File: config.mk
export PLATFORM = sky130hd
export DESIGN_NAME = aes_block_loader
export DESIGN_NICKNAME = d
export VERILOG_FILES = /design/src/rtl/aes_io_pkg.sv /design/src/rtl/byte_buffer.sv /design/src/rtl/aes_block_loader.sv
export SDC_FILE = /design/constraint.sdc
export NUM_CORES = 1
export LEC_CHECK = 0
export CAP_MARGIN = 20
export CORE_AREA = 2 2 229 231
export DETAILED_ROUTE_END_ITERATION = 10
export DIE_AREA = 0 0 231 233
export HOLD_SLACK_MARGIN = 0.08
export PLACE_DENSITY_LB_ADDON = 0.25
export SYNTH_ARGS = -nofsm -noshare
export SYNTH_HDL_FRONTEND = slang
export SYNTH_SLANG_ARGS = --single-unit
File: constraint.sdc
create_clock -name clk -period 2.9 [get_ports clk]
set_input_delay 0.58 -clock clk [delete_from_list [all_inputs] [get_ports clk]]
set_output_delay 0.58 -clock clk [all_outputs]
set_load 0.05 [all_outputs]
File: src/rtl/aes_io_pkg.sv
// Shared constants, FSM state encoding and byte-lane helper for the AES block loader.
// Byte 0 of a block always occupies the most significant lane.
package aes_io_pkg;

  localparam int NBYTES = 16;
  localparam int BYTE_W = 8;

  localparam logic EDIT = 1'b0;
  localparam logic HOLD = 1'b1;

  typedef enum logic {
    ST_EDIT = EDIT,
    ST_HOLD = HOLD
  } state_t;

  // MSB index of byte i inside a flat block of nbytes x byte_w bits.
  function automatic int byte_slice(input int i, input int nbytes, input int byte_w);
    return nbytes * byte_w - 1 - byte_w * i;
  endfunction

endpackage

File: src/rtl/byte_buffer.sv
// NB x BW register file with per-byte written flags, one write port, one read port
// and a flat view (byte 0 in the top lane). Mask clear leaves byte contents intact.
module byte_buffer
  import aes_io_pkg::*;
#(
  parameter int NB = 16,
  parameter int BW = 8
) (
  input  logic                   clk,
  input  logic                   rst,
  input  logic                   i_we,
  input  logic [$clog2(NB)-1:0]  i_waddr,
  input  logic [BW-1:0]          i_wdata,
  input  logic                   i_mask_clr,
  input  logic [$clog2(NB)-1:0]  i_raddr,
  output logic [BW-1:0]          o_rdata,
  output logic [NB*BW-1:0]       o_flat,
  output logic [NB-1:0]          o_mask
);

  logic [BW-1:0] r_mem [NB];
  logic [NB-1:0] r_mask;

  always_ff @(posedge clk) begin
    if (rst) begin
      for (int i = 0; i < NB; i++) r_mem[i] <= '0;
      r_mask <= '0;
    end else begin
      if (i_mask_clr) r_mask <= '0;
      if (i_we) begin
        r_mem[i_waddr]  <= i_wdata;
        r_mask[i_waddr] <= 1'b1;
      end
    end
  end

  for (genvar g = 0; g < NB; g++) begin : g_flat
    assign o_flat[byte_slice(g, NB, BW) -: BW] = r_mem[g];
  end

  assign o_rdata = r_mem[i_raddr];
  assign o_mask  = r_mask;

endmodule

File: src/rtl/aes_block_loader.sv
// Builds key and plaintext byte-by-byte from button pulses and hands {key, text}
// to the AES encoder over valid/ready once both buffers are complete.
module aes_block_loader #(
  parameter int NBYTES = aes_io_pkg::NBYTES,
  parameter int BYTE_W = aes_io_pkg::BYTE_W
) (
  input  logic                       clk,
  input  logic                       rst,
  input  logic [BYTE_W-1:0]          sw_byte,
  input  logic                       sel_key,
  input  logic                       p_write,
  input  logic                       p_commit,
  input  logic                       p_left,
  input  logic                       p_right,
  input  logic                       blk_ready,
  output logic                       blk_valid,
  output logic [NBYTES*BYTE_W-1:0]   key_out,
  output logic [NBYTES*BYTE_W-1:0]   text_out,
  output logic [$clog2(NBYTES)-1:0]  cursor,
  output logic [BYTE_W-1:0]          cur_byte,
  output logic [NBYTES-1:0]          fill_mask,
  output logic                       busy,
  output logic                       err
);
  import aes_io_pkg::*;

  localparam int CW    = $clog2(NBYTES);
  localparam int BLK_W = NBYTES * BYTE_W;

  // Handshake: a block transfers on any clock edge where blk_valid & blk_ready;
  // once raised, blk_valid and the block stay fixed until that edge.

  state_t             r_state;
  logic               r_blk_valid;
  logic               r_busy;
  logic               r_err;
  logic [BLK_W-1:0]   r_key_out;
  logic [BLK_W-1:0]   r_text_out;
  logic [CW-1:0]      r_cursor;
  logic [BYTE_W-1:0]  r_cur_byte;
  logic [NBYTES-1:0]  r_fill_mask;

  logic               w_do_commit;
  logic               w_do_write;
  logic               w_do_left;
  logic               w_do_right;
  logic               w_key_we;
  logic               w_text_we;
  logic               w_accept;
  logic               w_full;
  logic [BLK_W-1:0]   w_key_flat;
  logic [BLK_W-1:0]   w_text_flat;
  logic [NBYTES-1:0]  w_key_mask;
  logic [NBYTES-1:0]  w_text_mask;
  logic [BYTE_W-1:0]  w_key_rd;
  logic [BYTE_W-1:0]  w_text_rd;

  // One action per EDIT cycle: commit > write > left > right.
  always_comb begin
    w_do_commit = 1'b0;
    w_do_write  = 1'b0;
    w_do_left   = 1'b0;
    w_do_right  = 1'b0;
    if (r_state == ST_EDIT) begin
      w_do_commit = p_commit;
      w_do_write  = !p_commit && p_write;
      w_do_left   = !p_commit && !p_write && p_left;
      w_do_right  = !p_commit && !p_write && !p_left && p_right;
    end
    w_key_we  = w_do_write && sel_key;
    w_text_we = w_do_write && !sel_key;
    w_accept  = (r_state == ST_HOLD) && r_blk_valid && blk_ready;
    w_full    = (&w_key_mask) && (&w_text_mask);
  end

  byte_buffer #(.NB(NBYTES), .BW(BYTE_W)) u_key_buf (
    .clk        (clk),
    .rst        (rst),
    .i_we       (w_key_we),
    .i_waddr    (r_cursor),
    .i_wdata    (sw_byte),
    .i_mask_clr (1'b0),
    .i_raddr    (r_cursor),
    .o_rdata    (w_key_rd),
    .o_flat     (w_key_flat),
    .o_mask     (w_key_mask)
  );

  // Text mask is cleared on hand-off so a fresh plaintext must be entered.
  byte_buffer #(.NB(NBYTES), .BW(BYTE_W)) u_text_buf (
    .clk        (clk),
    .rst        (rst),
    .i_we       (w_text_we),
    .i_waddr    (r_cursor),
    .i_wdata    (sw_byte),
    .i_mask_clr (w_accept),
    .i_raddr    (r_cursor),
    .o_rdata    (w_text_rd),
    .o_flat     (w_text_flat),
    .o_mask     (w_text_mask)
  );

  always_ff @(posedge clk) begin
    if (rst) begin
      r_state     <= ST_EDIT;
      r_blk_valid <= 1'b0;
      r_busy      <= 1'b0;
      r_err       <= 1'b0;
      r_key_out   <= '0;
      r_text_out  <= '0;
      r_cursor    <= '0;
      r_cur_byte  <= '0;
      r_fill_mask <= '0;
    end else begin
      r_err       <= 1'b0;
      r_cur_byte  <= sel_key ? w_key_rd : w_text_rd;
      r_fill_mask <= sel_key ? w_key_mask : w_text_mask;
      case (r_state)
        ST_EDIT: begin
          if (w_do_commit) begin
            if (w_full) begin
              r_key_out   <= w_key_flat;
              r_text_out  <= w_text_flat;
              r_blk_valid <= 1'b1;
              r_busy      <= 1'b1;
              r_state     <= ST_HOLD;
            end else begin
              r_err <= 1'b1;
            end
          end else if (w_do_write || w_do_right) begin
            r_cursor <= r_cursor + CW'(1);
          end else if (w_do_left) begin
            r_cursor <= r_cursor - CW'(1);
          end
        end
        ST_HOLD: begin
          if (w_accept) begin
            r_blk_valid <= 1'b0;
            r_busy      <= 1'b0;
            r_state     <= ST_EDIT;
          end
        end
        default: r_state <= ST_EDIT;
      endcase
    end
  end

  assign blk_valid = r_blk_valid;
  assign key_out   = r_key_out;
  assign text_out  = r_text_out;
  assign cursor    = r_cursor;
  assign cur_byte  = r_cur_byte;
  assign fill_mask = r_fill_mask;
  assign busy      = r_busy;
  assign err       = r_err;

endmodule

==> results.yml <==
clock_network:
  post_cts_buffers: 0
  clock-sinks: 579
  cts_buffers: 58
  cts_root_buffer: "clkbuf_16"
  tritoncts: "built"
  post_cts_resized: 0
  cts.clk_slew.worst_paths_ns: 0.06
  htree_levels: 2
  ctsHoldBuffers: 0
  cts_buffer_depth: 3
  clk_latency_ns: 0.61
synth:
  synth_warnings: 0
  syn_inst: 2076
  yosysUniqueCellTypes: 42
  yosys_register_bits: 579
  syn_area_per_cell_um2: 11.01
  syn_nets: 2095
  yosysSeqAreaShare_pct: 61.93
  synth_edf_count: 256
  synthArstFlopShare_pct: 0
  synth_flop_cell: "dfxtp_1"
  netlist_area_um2: 22860
flow_run:
  maxCapViolations: 0
worst_setup_path:
  crit_path_max_fanout: 8
  cpPeakStageDelay_ns: 1.03
  crit_chain: "clkdlybuf4s50_1"
  cp_num_buf_inv: 1
  path_class: "flip-flop to primary output"
  cp_top_family: "buffers and inverters"
  cp.required_ns: 2.32
  crit_arrival_ns: 2.18
  start_kind: "flip-flop"
  critical-path-slowest-cell: "clkdlybuf4s50_1"
  critPathCaptureType: "primary output"
timing:
  rsz0062_at_grt: "false"
  fin_ws_ns: 0.1417
  hold_violations: 0
  fmax_mhz: 362.5
  drv_slew: 0
  final.period_utilization_pct: 95.12
  tightest_slew_ns: 0.9746
  finalCriticalPeriod_ns: 2.758
  fin_skew_ns: 0.01666
  setup_viol: 0
  hold_slack_ns: 0.3850
  relSlewSlack_pct: 35.03
  final.setup.tns_ns: 0
finish:
  antenna_cells: 0
  finalNonFillerCells: 3120
  design_area_um2: 28850
  layout-drive-gt1-share_pct: 11.76
  fin_nets: 2410
  area_growth_pct: 26.22
  final_util_pct: 56.46
detailed_routing:
  dr.pass1.iters: 7
  wirelength_mm: 69.01
  via_per_inst: 5.363
  detail-route-antenna-nets: 0
  drtIter0Drc: 1698
  drc: 0
  wl_per_cell_um: 22.12
  num_vias: 16731
global_routing:
  grt_pass1_vias: 16362
  antenna_found_initial: 0
  grt_max_degree: 200
  grt_pass1_wl_mm: 102.2
  overflow: 0
  grt_usage_pct: 25.39
placed_design:
  place_area_um2: 26850
  numPortBuffers: 302
  place_inst: 3011
  hpwl_mm: 49.08
  place_congestion: 0.8871
  post-place-ws_ns: 0.04692
power:
  power.switching_mw: 4.121
  p_leak_nw: 10.30
  finalPower_mw: 17.92
  swShare_pct: 23.00
  powerDensity_nw_per_um2: 621.1
  pwr-share-seq_pct: 49.6
  p_comb_share_pct: 7.0
  clockPowerShare_pct: 43.4
  irDropWorstVdd_v: 0.0004176
  intPower_mw: 13.80
floorplan:
  fp.dieW_um: 231
  rows: 83
  die_area_um2: 53820
  initial_core_util_pct: 44.73
  ioPinCount: 303
  fp.dieH_um: 233
  core_area_um2: 51090
status:
  status: "finished, final reports clean"
hold_path:
  hold_class: "input pin to flip-flop"
==> routing by layer <==
layer	up-vias	GRT usage, %	part of all wire (%)
li1	7751	-	-
met1	8118	34.39	42
met2	743	41.07	47
met3	119	5.123	8.1
met4	0	8.004	2.8
met5	-	0	0
==> power groups by stage <==
stage / sequential [mW] / clock (mW) / combinational (mW)
after detailed placement: 9.05 / 0 / 1.24
after CTS: 8.88 / 7.86 / 1.25
final: 8.88 / 7.78 / 1.26
after global placement: 9.05 / 0 / 1.23
after global routing: 8.90 / 8.20 / 1.31
after floorplan: 9.01 / 0 / 0.766
==> area by class of cell <==
cell class	count	area, µm²
clock buffers	91	1805
clock inverters	18	195.2
fillers	4339	22250
inverters	6	22.52
multi-input cells	1342	7945
flip-flops and latches	579	14160
well taps	680	850.8
repair buffers	404	3872
==> kinds of logic (layout without fill, tap and decap cells) <==
| family | after synthesis | after routing | share of synthesized area, % |
|---|---|---|---|
| xor gates and xnor gates | 2 | 2 | 0.07665 |
| adders and majority gates | 3 | 3 | 0.1971 |
| DFF | 579 | 579 | 61.93 |
| AOI/OAI and AO/OA | 348 | 348 | 8.305 |
| buffers and inverters | 155 | 519 | 3.328 |
| muxes | 107 | 107 | 8.261 |
| and+or+nand+nor | 882 | 882 | 17.91 |
==> sequential cells by signal, summed over array words and instances (netlist names), named ones only <==
register and flops:
busy 1, cur_byte 8, cursor 4, err 1, fill_mask 16, key_out 128, r_state 1, text_out 128
u_key_buf.o_mask 16, u_key_buf.r_mem 128, u_text_buf.o_mask 16, u_text_buf.r_mem 128
==> cell usage in the layout (no fill, tap or decap), drive strengths merged, types with 7 or more instances in the layout <==
cell,instances
edfxtp,256
clkinv,12
o21ai,29
a21oi,265
clkdlybuf4s50,297
a21o,33
dfxtp,323
buf,106
and2,257
nand4,8
inv,7
clkbuf,92
mux2i,39
nand2,527
nor2,60
mux4,65
==> path summary, 6_finish.rpt <==
kind / cells past startpoint / from / slack [ns] / to
worst max-delay path: 1 / cursor[0] / 0.14 / cursor[0]
worst min-delay path: 3 / rst / 0.39 / cursor[3]
worst max register to register: 6 / u_text_buf.o_mask[15] / 0.37 / text_out[121]
worst min register to register: 2 / text_out[70] / 0.45 / text_out[70]
==> cells in the mapped netlist, drive strengths merged (5+ instances only) <==
library cell | number | area [µm²]
nand2 | 527 | 1978
a21oi | 265 | 1326
edfxtp | 256 | 7687
mux4 | 65 | 1464
nor3 | 6 | 50.05
dfxtp | 323 | 6466
a221o | 6 | 60.06
or2 | 5 | 31.28
clkbuf | 100 | 375.4
nand4 | 8 | 50.05
a21o | 33 | 247.7
inv | 5 | 18.77
and2 | 257 | 1608
o21ai | 29 | 145.1
nor2 | 60 | 225.2
mux2i | 39 | 390.4
buf | 49 | 362.9
(Power assumes the default switching activity.)
